File: src/rtl/multicycle_ctrl.sv
// multicycle_ctrl: multicycle control unit for the RV32 datapath.
// Handshakes with variable-latency instruction/data memories, times out
// stalled accesses and raises precise traps with a registered cause code.
// Optional feature macro: MULTICYCLE_CTRL_SHIFT_EN (builds the SHIFT state
// for slli/srli/srai; without it those encodings trap as illegal).
module multicycle_ctrl #(
    parameter int unsigned MEM_TIMEOUT = 15,
    parameter int unsigned CNT_W       = 4,
    parameter int unsigned CAUSE_W     = 4
) (
    input  logic               clk,
    input  logic               rst_n,
    input  logic [31:0]        instr,
    input  logic               mem_ready,
    output logic               imem_req,
    output logic               dmem_req,
    output logic               dmem_write,
    output logic [1:0]         size,
    output logic               pc_write,
    output logic               pc_write_cond,
    output logic [1:0]         pc_src,
    output logic               alu_src_a,
    output logic [1:0]         alu_src_b,
    output logic [2:0]         alu_funct,
    output logic               load_ir,
    output logic               load_a,
    output logic               load_b,
    output logic               load_alu_out,
    output logic               load_mdr,
    output logic               reg_write,
    output logic [2:0]         mem_to_reg,
    output logic [1:0]         branch_op,
    output logic [1:0]         shift_ctrl,
    output logic               epc_write,
    output logic               cause_write,
    output logic [CAUSE_W-1:0] cause,
    output logic               halted,
    output logic [4:0]         state
);

    typedef enum logic [4:0] {
        StIdle    = 5'd0,
        StFetch   = 5'd1,
        StDecode  = 5'd2,
        StExecR   = 5'd3,
        StAddr    = 5'd4,
        StMemRd   = 5'd5,
        StMemWr   = 5'd6,
        StWbAlu   = 5'd7,
        StWbMem   = 5'd8,
        StWbLui   = 5'd9,
`ifdef MULTICYCLE_CTRL_SHIFT_EN
        StShift   = 5'd10,
`endif
        StSlt     = 5'd11,
        StBranch  = 5'd12,
        StLink    = 5'd13,
        StJalrTgt = 5'd14,
        StJump    = 5'd15,
        StTrap    = 5'd16,
        StHalt    = 5'd17
    } state_e;

    localparam logic [CAUSE_W-1:0] CauseFetch   = CAUSE_W'(1);
    localparam logic [CAUSE_W-1:0] CauseIllegal = CAUSE_W'(2);
    localparam logic [CAUSE_W-1:0] CauseHalt    = CAUSE_W'(3);
    localparam logic [CAUSE_W-1:0] CauseLoad    = CAUSE_W'(5);
    localparam logic [CAUSE_W-1:0] CauseStore   = CAUSE_W'(7);

    localparam logic [6:0] OpR      = 7'b0110011;
    localparam logic [6:0] OpImm    = 7'b0010011;
    localparam logic [6:0] OpLoad   = 7'b0000011;
    localparam logic [6:0] OpStore  = 7'b0100011;
    localparam logic [6:0] OpLui    = 7'b0110111;
    localparam logic [6:0] OpBeq    = 7'b1100011;
    localparam logic [6:0] OpBrJalr = 7'b1100111;
    localparam logic [6:0] OpJal    = 7'b1101111;

    state_e             r_state;
    logic [CNT_W-1:0]   r_wait_cnt;
    logic [CAUSE_W-1:0] r_cause;

    logic [6:0] w_opcode;
    logic [2:0] w_funct3;
    logic [6:0] w_funct7;
    logic [4:0] w_rd;

    assign w_opcode = instr[6:0];
    assign w_funct3 = instr[14:12];
    assign w_funct7 = instr[31:25];
    assign w_rd     = instr[11:7];

    logic w_is_add, w_is_sub, w_is_and, w_is_slt, w_is_r_alu;
    logic w_is_addi, w_is_slti, w_is_slli, w_is_srli, w_is_srai, w_is_shift;
    logic w_is_lw, w_is_sw, w_is_lui, w_is_beq, w_is_bxx, w_is_jal, w_is_jalr;
    logic w_is_ebreak;

    assign w_is_add    = (w_opcode == OpR) && (w_funct3 == 3'b000) && (w_funct7 == 7'b0000000);
    assign w_is_sub    = (w_opcode == OpR) && (w_funct3 == 3'b000) && (w_funct7 == 7'b0100000);
    assign w_is_and    = (w_opcode == OpR) && (w_funct3 == 3'b111) && (w_funct7 == 7'b0000000);
    assign w_is_slt    = (w_opcode == OpR) && (w_funct3 == 3'b010) && (w_funct7 == 7'b0000000);
    assign w_is_r_alu  = w_is_add || w_is_sub || w_is_and;

    assign w_is_addi   = (w_opcode == OpImm) && (w_funct3 == 3'b000);
    assign w_is_slti   = (w_opcode == OpImm) && (w_funct3 == 3'b010);
    assign w_is_slli   = (w_opcode == OpImm) && (w_funct3 == 3'b001) && (w_funct7 == 7'b0000000);
    assign w_is_srli   = (w_opcode == OpImm) && (w_funct3 == 3'b101) && (w_funct7 == 7'b0000000);
    assign w_is_srai   = (w_opcode == OpImm) && (w_funct3 == 3'b101) && (w_funct7 == 7'b0100000);
    assign w_is_shift  = w_is_slli || w_is_srli || w_is_srai;

    assign w_is_lw     = (w_opcode == OpLoad) && (w_funct3 == 3'b010);
    assign w_is_sw     = (w_opcode == OpStore) && (w_funct3 == 3'b010);
    assign w_is_lui    = (w_opcode == OpLui);
    assign w_is_beq    = (w_opcode == OpBeq) && (w_funct3 == 3'b000);
    // bne/blt/bge share the jalr major opcode; funct3 = 000 is jalr.
    assign w_is_bxx    = (w_opcode == OpBrJalr) &&
                         ((w_funct3 == 3'b001) || (w_funct3 == 3'b100) || (w_funct3 == 3'b101));
    assign w_is_jal    = (w_opcode == OpJal);
    assign w_is_jalr   = (w_opcode == OpBrJalr) && (w_funct3 == 3'b000);
    assign w_is_ebreak = (instr == 32'h0010_0073);

    logic w_timeout;
    assign w_timeout = (r_wait_cnt == CNT_W'(MEM_TIMEOUT));

    state_e w_dispatch;

    // DECODE dispatch target for the instruction held in IR.
    always_comb begin
        w_dispatch = StTrap;
        if (w_is_r_alu) begin
            w_dispatch = StExecR;
        end else if (w_is_slt || w_is_slti) begin
            w_dispatch = StSlt;
        end else if (w_is_addi && (w_rd == 5'd0)) begin
            w_dispatch = StFetch;
        end else if (w_is_addi || w_is_lw || w_is_sw) begin
            w_dispatch = StAddr;
        end else if (w_is_shift) begin
`ifdef MULTICYCLE_CTRL_SHIFT_EN
            w_dispatch = StShift;
`else
            w_dispatch = StTrap;
`endif
        end else if (w_is_lui) begin
            w_dispatch = StWbLui;
        end else if (w_is_beq || w_is_bxx) begin
            w_dispatch = StBranch;
        end else if (w_is_jal || w_is_jalr) begin
            w_dispatch = StLink;
        end else if (w_is_ebreak) begin
            w_dispatch = StHalt;
        end
    end

    // State, memory wait counter and trap cause register.
    always_ff @(posedge clk or negedge rst_n) begin
        if (!rst_n) begin
            r_state    <= StIdle;
            r_wait_cnt <= '0;
            r_cause    <= '0;
        end else begin
            // Counter is zero outside a stalled access, so every entry to a
            // memory state starts from zero.
            r_wait_cnt <= '0;
            unique case (r_state)
                StIdle: r_state <= StFetch;
                StFetch: begin
                    if (mem_ready) begin
                        r_state <= StDecode;
                    end else if (w_timeout) begin
                        r_state <= StTrap;
                        r_cause <= CauseFetch;
                    end else begin
                        r_wait_cnt <= r_wait_cnt + CNT_W'(1);
                    end
                end
                StDecode: begin
                    r_state <= w_dispatch;
                    if (w_dispatch == StTrap) begin
                        r_cause <= CauseIllegal;
                    end else if (w_dispatch == StHalt) begin
                        r_cause <= CauseHalt;
                    end
                end
                StExecR: r_state <= StWbAlu;
                StAddr: begin
                    if (w_is_lw) begin
                        r_state <= StMemRd;
                    end else if (w_is_sw) begin
                        r_state <= StMemWr;
                    end else begin
                        r_state <= StWbAlu;
                    end
                end
                StMemRd: begin
                    if (mem_ready) begin
                        r_state <= StWbMem;
                    end else if (w_timeout) begin
                        r_state <= StTrap;
                        r_cause <= CauseLoad;
                    end else begin
                        r_wait_cnt <= r_wait_cnt + CNT_W'(1);
                    end
                end
                StMemWr: begin
                    if (mem_ready) begin
                        r_state <= StFetch;
                    end else if (w_timeout) begin
                        r_state <= StTrap;
                        r_cause <= CauseStore;
                    end else begin
                        r_wait_cnt <= r_wait_cnt + CNT_W'(1);
                    end
                end
                StWbAlu, StWbMem, StWbLui, StSlt, StBranch, StJump, StTrap: begin
                    r_state <= StFetch;
                end
`ifdef MULTICYCLE_CTRL_SHIFT_EN
                StShift: r_state <= StFetch;
`endif
                StLink:    r_state <= w_is_jalr ? StJalrTgt : StJump;
                StJalrTgt: r_state <= StJump;
                StHalt:    r_state <= StHalt;
                default:   r_state <= StIdle;
            endcase
        end
    end

    // Moore output decode; only the FETCH/MEM_RD load enables see mem_ready.
    always_comb begin
        imem_req      = 1'b0;
        dmem_req      = 1'b0;
        dmem_write    = 1'b0;
        pc_write      = 1'b0;
        pc_write_cond = 1'b0;
        pc_src        = 2'd0;
        alu_src_a     = 1'b0;
        alu_src_b     = 2'd0;
        alu_funct     = 3'b000;
        load_ir       = 1'b0;
        load_a        = 1'b0;
        load_b        = 1'b0;
        load_alu_out  = 1'b0;
        load_mdr      = 1'b0;
        reg_write     = 1'b0;
        mem_to_reg    = 3'd0;
        branch_op     = 2'b00;
        shift_ctrl    = 2'b00;
        epc_write     = 1'b0;
        cause_write   = 1'b0;
        halted        = 1'b0;
        unique case (r_state)
            StFetch: begin
                imem_req  = 1'b1;
                alu_src_b = 2'd1;
                alu_funct = 3'b001;
                load_ir   = mem_ready;
                pc_write  = mem_ready;
            end
            StDecode: begin
                load_a       = 1'b1;
                load_b       = 1'b1;
                load_alu_out = 1'b1;
                alu_src_b    = 2'd3;
                alu_funct    = 3'b001;
            end
            StExecR: begin
                alu_src_a    = 1'b1;
                alu_src_b    = 2'd0;
                alu_funct    = w_is_sub ? 3'b010 : (w_is_and ? 3'b011 : 3'b001);
                load_alu_out = 1'b1;
            end
            StAddr, StJalrTgt: begin
                alu_src_a    = 1'b1;
                alu_src_b    = 2'd2;
                alu_funct    = 3'b001;
                load_alu_out = 1'b1;
            end
            StMemRd: begin
                dmem_req = 1'b1;
                load_mdr = mem_ready;
            end
            StMemWr: begin
                dmem_req   = 1'b1;
                dmem_write = 1'b1;
            end
            StWbAlu: begin
                reg_write  = 1'b1;
                mem_to_reg = 3'd0;
            end
            StWbMem: begin
                reg_write  = 1'b1;
                mem_to_reg = 3'd1;
            end
            StWbLui: begin
                reg_write  = 1'b1;
                mem_to_reg = 3'd2;
            end
`ifdef MULTICYCLE_CTRL_SHIFT_EN
            StShift: begin
                reg_write  = 1'b1;
                mem_to_reg = 3'd4;
                shift_ctrl = w_is_srai ? 2'b10 : (w_is_srli ? 2'b01 : 2'b00);
            end
`endif
            StSlt: begin
                reg_write  = 1'b1;
                mem_to_reg = 3'd5;
                alu_funct  = 3'b010;
                alu_src_b  = w_is_slti ? 2'd2 : 2'd0;
            end
            StBranch: begin
                alu_src_a     = 1'b1;
                alu_src_b     = 2'd0;
                alu_funct     = 3'b010;
                pc_write_cond = 1'b1;
                pc_src        = 2'd1;
                if (w_opcode == OpBrJalr) begin
                    unique case (w_funct3)
                        3'b001:  branch_op = 2'b01;
                        3'b101:  branch_op = 2'b10;
                        3'b100:  branch_op = 2'b11;
                        default: branch_op = 2'b00;
                    endcase
                end
            end
            StLink: begin
                reg_write  = 1'b1;
                mem_to_reg = 3'd3;
            end
            StJump: begin
                pc_write = 1'b1;
                pc_src   = 2'd1;
            end
            StTrap: begin
                epc_write   = 1'b1;
                cause_write = 1'b1;
                pc_write    = 1'b1;
                pc_src      = 2'd2;
            end
            StHalt: halted = 1'b1;
            default: ;
        endcase
    end

    assign size  = 2'b00;
    assign cause = r_cause;
    assign state = r_state;

endmodule

File: config.mk
export PLATFORM = sky130hd
export DESIGN_NAME = multicycle_ctrl
export DESIGN_NICKNAME = d
export VERILOG_FILES = /design/src/rtl/multicycle_ctrl.sv
export SDC_FILE = /design/constraint.sdc
export NUM_CORES = 1
export LEC_CHECK = 0
export CELL_PAD_IN_SITES_DETAIL_PLACEMENT = 0
export CELL_PAD_IN_SITES_GLOBAL_PLACEMENT = 1
export CORE_UTILIZATION = 28
export CTS_BUF_LIST = sky130_fd_sc_hd__clkbuf_8
export CTS_CLUSTER_DIAMETER = 40
export CTS_CLUSTER_SIZE = 10
export DETAILED_ROUTE_END_ITERATION = 10
export PLACE_DENSITY = 0.82
export SLEW_MARGIN = 30
export SYNTH_ARGS = -nofsm -noshare
export SYNTH_HDL_FRONTEND = slang
export SYNTH_SLANG_ARGS = --single-unit
File: constraint.sdc
create_clock -name clk -period 3.5 [get_ports clk]
set_input_delay 1.05 -clock clk [delete_from_list [all_inputs] [get_ports clk]]
set_output_delay 1.05 -clock clk [all_outputs]
set_load 0.01 [all_outputs]
==> results.py <==
metrics = {
    "status": {
        "status": "finished, violations left",
        "violations": "setup timing",
    },
    "critical_path": {
        "worstSetupPathType": "in -> out",
        "crit_path_end": "alu_funct[0]",
        "r2r_slack_ns": 1.51,
        "arrival_ns": 2.59,
        "r2r.worst_path.cells": 6,
        "cp-end-kind": "output port",
        "reg2reg_to": "state[4]$_DFF_PN0_",
        "cp-start-kind": "primary input",
        "critPathRequiredTime_ns": 2.45,
        "critPathMaxFanout": 2,
        "crit_start": "instr[28]",
        "r2r_start": "state[2]$_DFF_PN0_",
    },
    "layout": {
        "area_growth_syn_to_layout_pct": 66.0,
        "fin_cells": 375,
        "antenna_cells": 0,
        "postLayoutCellArea_mm2": 0.00251,
        "nets": 343,
        "drive_above_1_share": 0.187,
    },
    "routing": {
        "routed_via_density": 5.23,
        "ant_nets": 0,
        "wire_per_inst_um": 13.5,
        "vias": 1962,
        "routed_wl_um": 5070,
        "drc": 0,
        "first_pass_iters": 4,
        "dr.first_iter.drc_count": 116,
    },
    "global_route": {
        "grt_max_degree": 23,
        "grtUsageTotal": 0.186,
        "antenna_found_initial": 0,
        "grt_overflow_total": 0,
        "grt_pass1_wl_um": 8230,
        "first_global_vias": 1801,
    },
    "power": {
        "p_per_area_mw_per_mm2": 509,
        "power_mw": 1.28,
        "ir_drop_mv": 0.232,
        "p_leak_nw": 1.08,
    },
    "logic_synthesis": {
        "synth_cell_types": 57,
        "synth_area_mm2": 0.00151,
        "ys.warnings.count": 0,
        "synth_edf_count": 0,
        "synth_cells": 212,
        "syn_avg_cell_area_um2": 7.14,
        "synthArstFlopShare": 1.00,
        "yosys_register_bits": 12,
        "synth_flop_cell": "dfrtp_1",
        "yosysSeqAreaShare": 0.199,
    },
    "die": {
        "ios": 75,
        "initial_core_util": 0.294,
        "die_x_um": 75.5,
        "die_area_mm2": 0.00570,
        "die_h_um": 75.5,
        "rows": 26,
        "coreArea_mm2": 0.00514,
    },
    "sta": {
        "slew_viol_final": 0,
        "period_needed_ns": 3.64,
        "finalCritPeriodShare": 1.04,
        "tightest_slew_ns": 0.536,
        "hold_viol": 0,
        "grt_setup_unrepaired": "yes",
        "max_freq_ghz": 0.275,
        "worst_slack_ns": -0.139,
        "finClkSkew_ns": 0.000475,
        "maxSlewHeadroom": 0.641,
        "setup_violations": 3,
    },
    "placed_design": {
        "dp_hpwl_um": 4050,
        "dp_cells": 368,
        "place_area_mm2": 0.00244,
        "finalWeightedCongestion": 0.818,
        "io_buffers": 68,
    },
    "flow_run": {
        "cap_violations": 0,
    },
    "clocking": {
        "cts_buffers": 3,
        "clkTransAtPathRegs_ns": 0.05,
        "cts.sinks": 12,
        "clk_latency_ns": 0.24,
        "cts_hold_buf": 0,
        "clockRootBuffer": "clkbuf_8",
        "clockBufferDepth": 2,
        "tritoncts": "done",
        "htree_num_levels": 1,
    },
    "hold_path": {
        "hp-class": "reg -> reg",
        "hold_path.startpoint": "r_wait_cnt[0]$_DFF_PN0_",
    },
}
==> registers in the layout (all words and copies together), names as in the netlist <==
name,cells
state,5
r_wait_cnt,4
cause,3
==> synthesized netlist by cell type, drive strengths merged (4+ instances only) <==
cell type	count	area [um^2]
a21oi	12	60.1
and2	4	25.0
buf	12	82.6
clkbuf	9	33.8
dfrtp	12	300
inv	8	30.0
nand2	16	60.1
nand2b	6	37.5
nand3	9	45.0
nand4	5	31.3
nor2	28	105
nor2b	4	25.0
nor3	8	40.0
nor4	7	43.8
o211ai	5	37.5
o21ai	12	60.1
or4	4	33.8
==> where the power goes <==
| part | leakage, nW | switching, mW | internal [mW] |
|---|---|---|---|
| clock | 0.0216 | 0.0466 | 0.0755 |
| combinational | 0.903 | 0.464 | 0.452 |
| sequential | 0.158 | 0.0589 | 0.181 |
==> cells in the final DEF (no fill, tap or decap), types with 4 or more instances in the layout <==
master	count
nand2_1	16
inv_1	8
nor2b_1	4
nand4_1	5
nor4_1	7
clkdlybuf4s50_1	51
o211ai_1	5
buf_4	36
dlygate4sd2_1	5
nor2_1	28
o21ai_0	11
nor3_1	8
dfrtp_1	12
buf_2	4
nand2b_1	6
and2_1	4
conb_1	6
nand3_1	9
a21oi_1	10
==> metal layers <==
layer,part of all wire,GRT usage,vias to the layer above
met5,0,0,-
met4,0.0032,0.0350,0
met3,0.072,0.0304,3
met2,0.50,0.329,86
met1,0.42,0.240,914
li1,-,-,959
==> logic make-up (layout without fill, tap and decap cells) <==
logic type,Yosys count,in the layout,synth area share
and+or+nand+nor,112,112,0.415
AOI/OAI and AO/OA,51,51,0.243
buffers and inverters,29,117,0.0968
DFF,12,12,0.199
xor gates and xnor gates,5,5,0.0290
adders and majority gates,1,1,0.00827
other,1,6,0.00248
muxes,1,1,0.00662
==> worst max-delay path, cell delays in order <==
cell and delay [ns]:
buf_6 0.09, or4_4 0.52, and4b_4 0.36, buf_4 0.12, buf_6 0.08, nand4_1 0.08, nand3_1 0.10, a21oi_2 0.06
buf_2 0.14
==> worst min path at each step <==
| stage | to | slack (ns) | depth (start not counted) |
|---|---|---|---|
| global placement | r_wait_cnt[0]$_DFF_PN0_ | 0.45 | 1 |
| detailed placement | r_wait_cnt[0]$_DFF_PN0_ | 0.46 | 1 |
| floorplan | r_wait_cnt[0]$_DFF_PN0_ | 0.43 | 1 |
| global route | r_wait_cnt[0]$_DFF_PN0_ | 0.51 | 1 |
| CTS | r_wait_cnt[0]$_DFF_PN0_ | 0.47 | 1 |
| finish | r_wait_cnt[0]$_DFF_PN0_ | 0.47 | 1 |
==> layout make-up <==
cell class / count / area [um^2]
inverter: 8 / 30.0
fill: 543 / 2630
clock buffer: 3 / 41.3
multi-input combinational: 176 / 1090
tap: 70 / 87.6
timing repair buffer: 106 / 960
sequential: 12 / 300
==> stage by stage <==
| stage | hold slack [ns] | TNS, ns | setup slack, ns | utilization |
|---|---|---|---|---|
| floorplan | 0.433 | 0 | 0.00828 | - |
| global placement | 0.455 | -2.79 | -0.849 | 0.474 |
| detailed placement | 0.462 | -2.80 | -0.863 | 0.474 |
| CTS | 0.468 | -0.387 | -0.191 | 0.486 |
| global route | 0.510 | -0.539 | -0.187 | 0.489 |
| finish | 0.471 | -0.316 | -0.139 | 0.489 |
==> repair_timing <==
action                                  4_1_cts  5_1_grt
pin swaps                                    11        4
cloned                                        0        0
setup buffers                                 4        0
endpoints found under the setup margin        6        7
gates resized for setup                      38        4
Note: power is estimated with default switching activity, not from simulation.
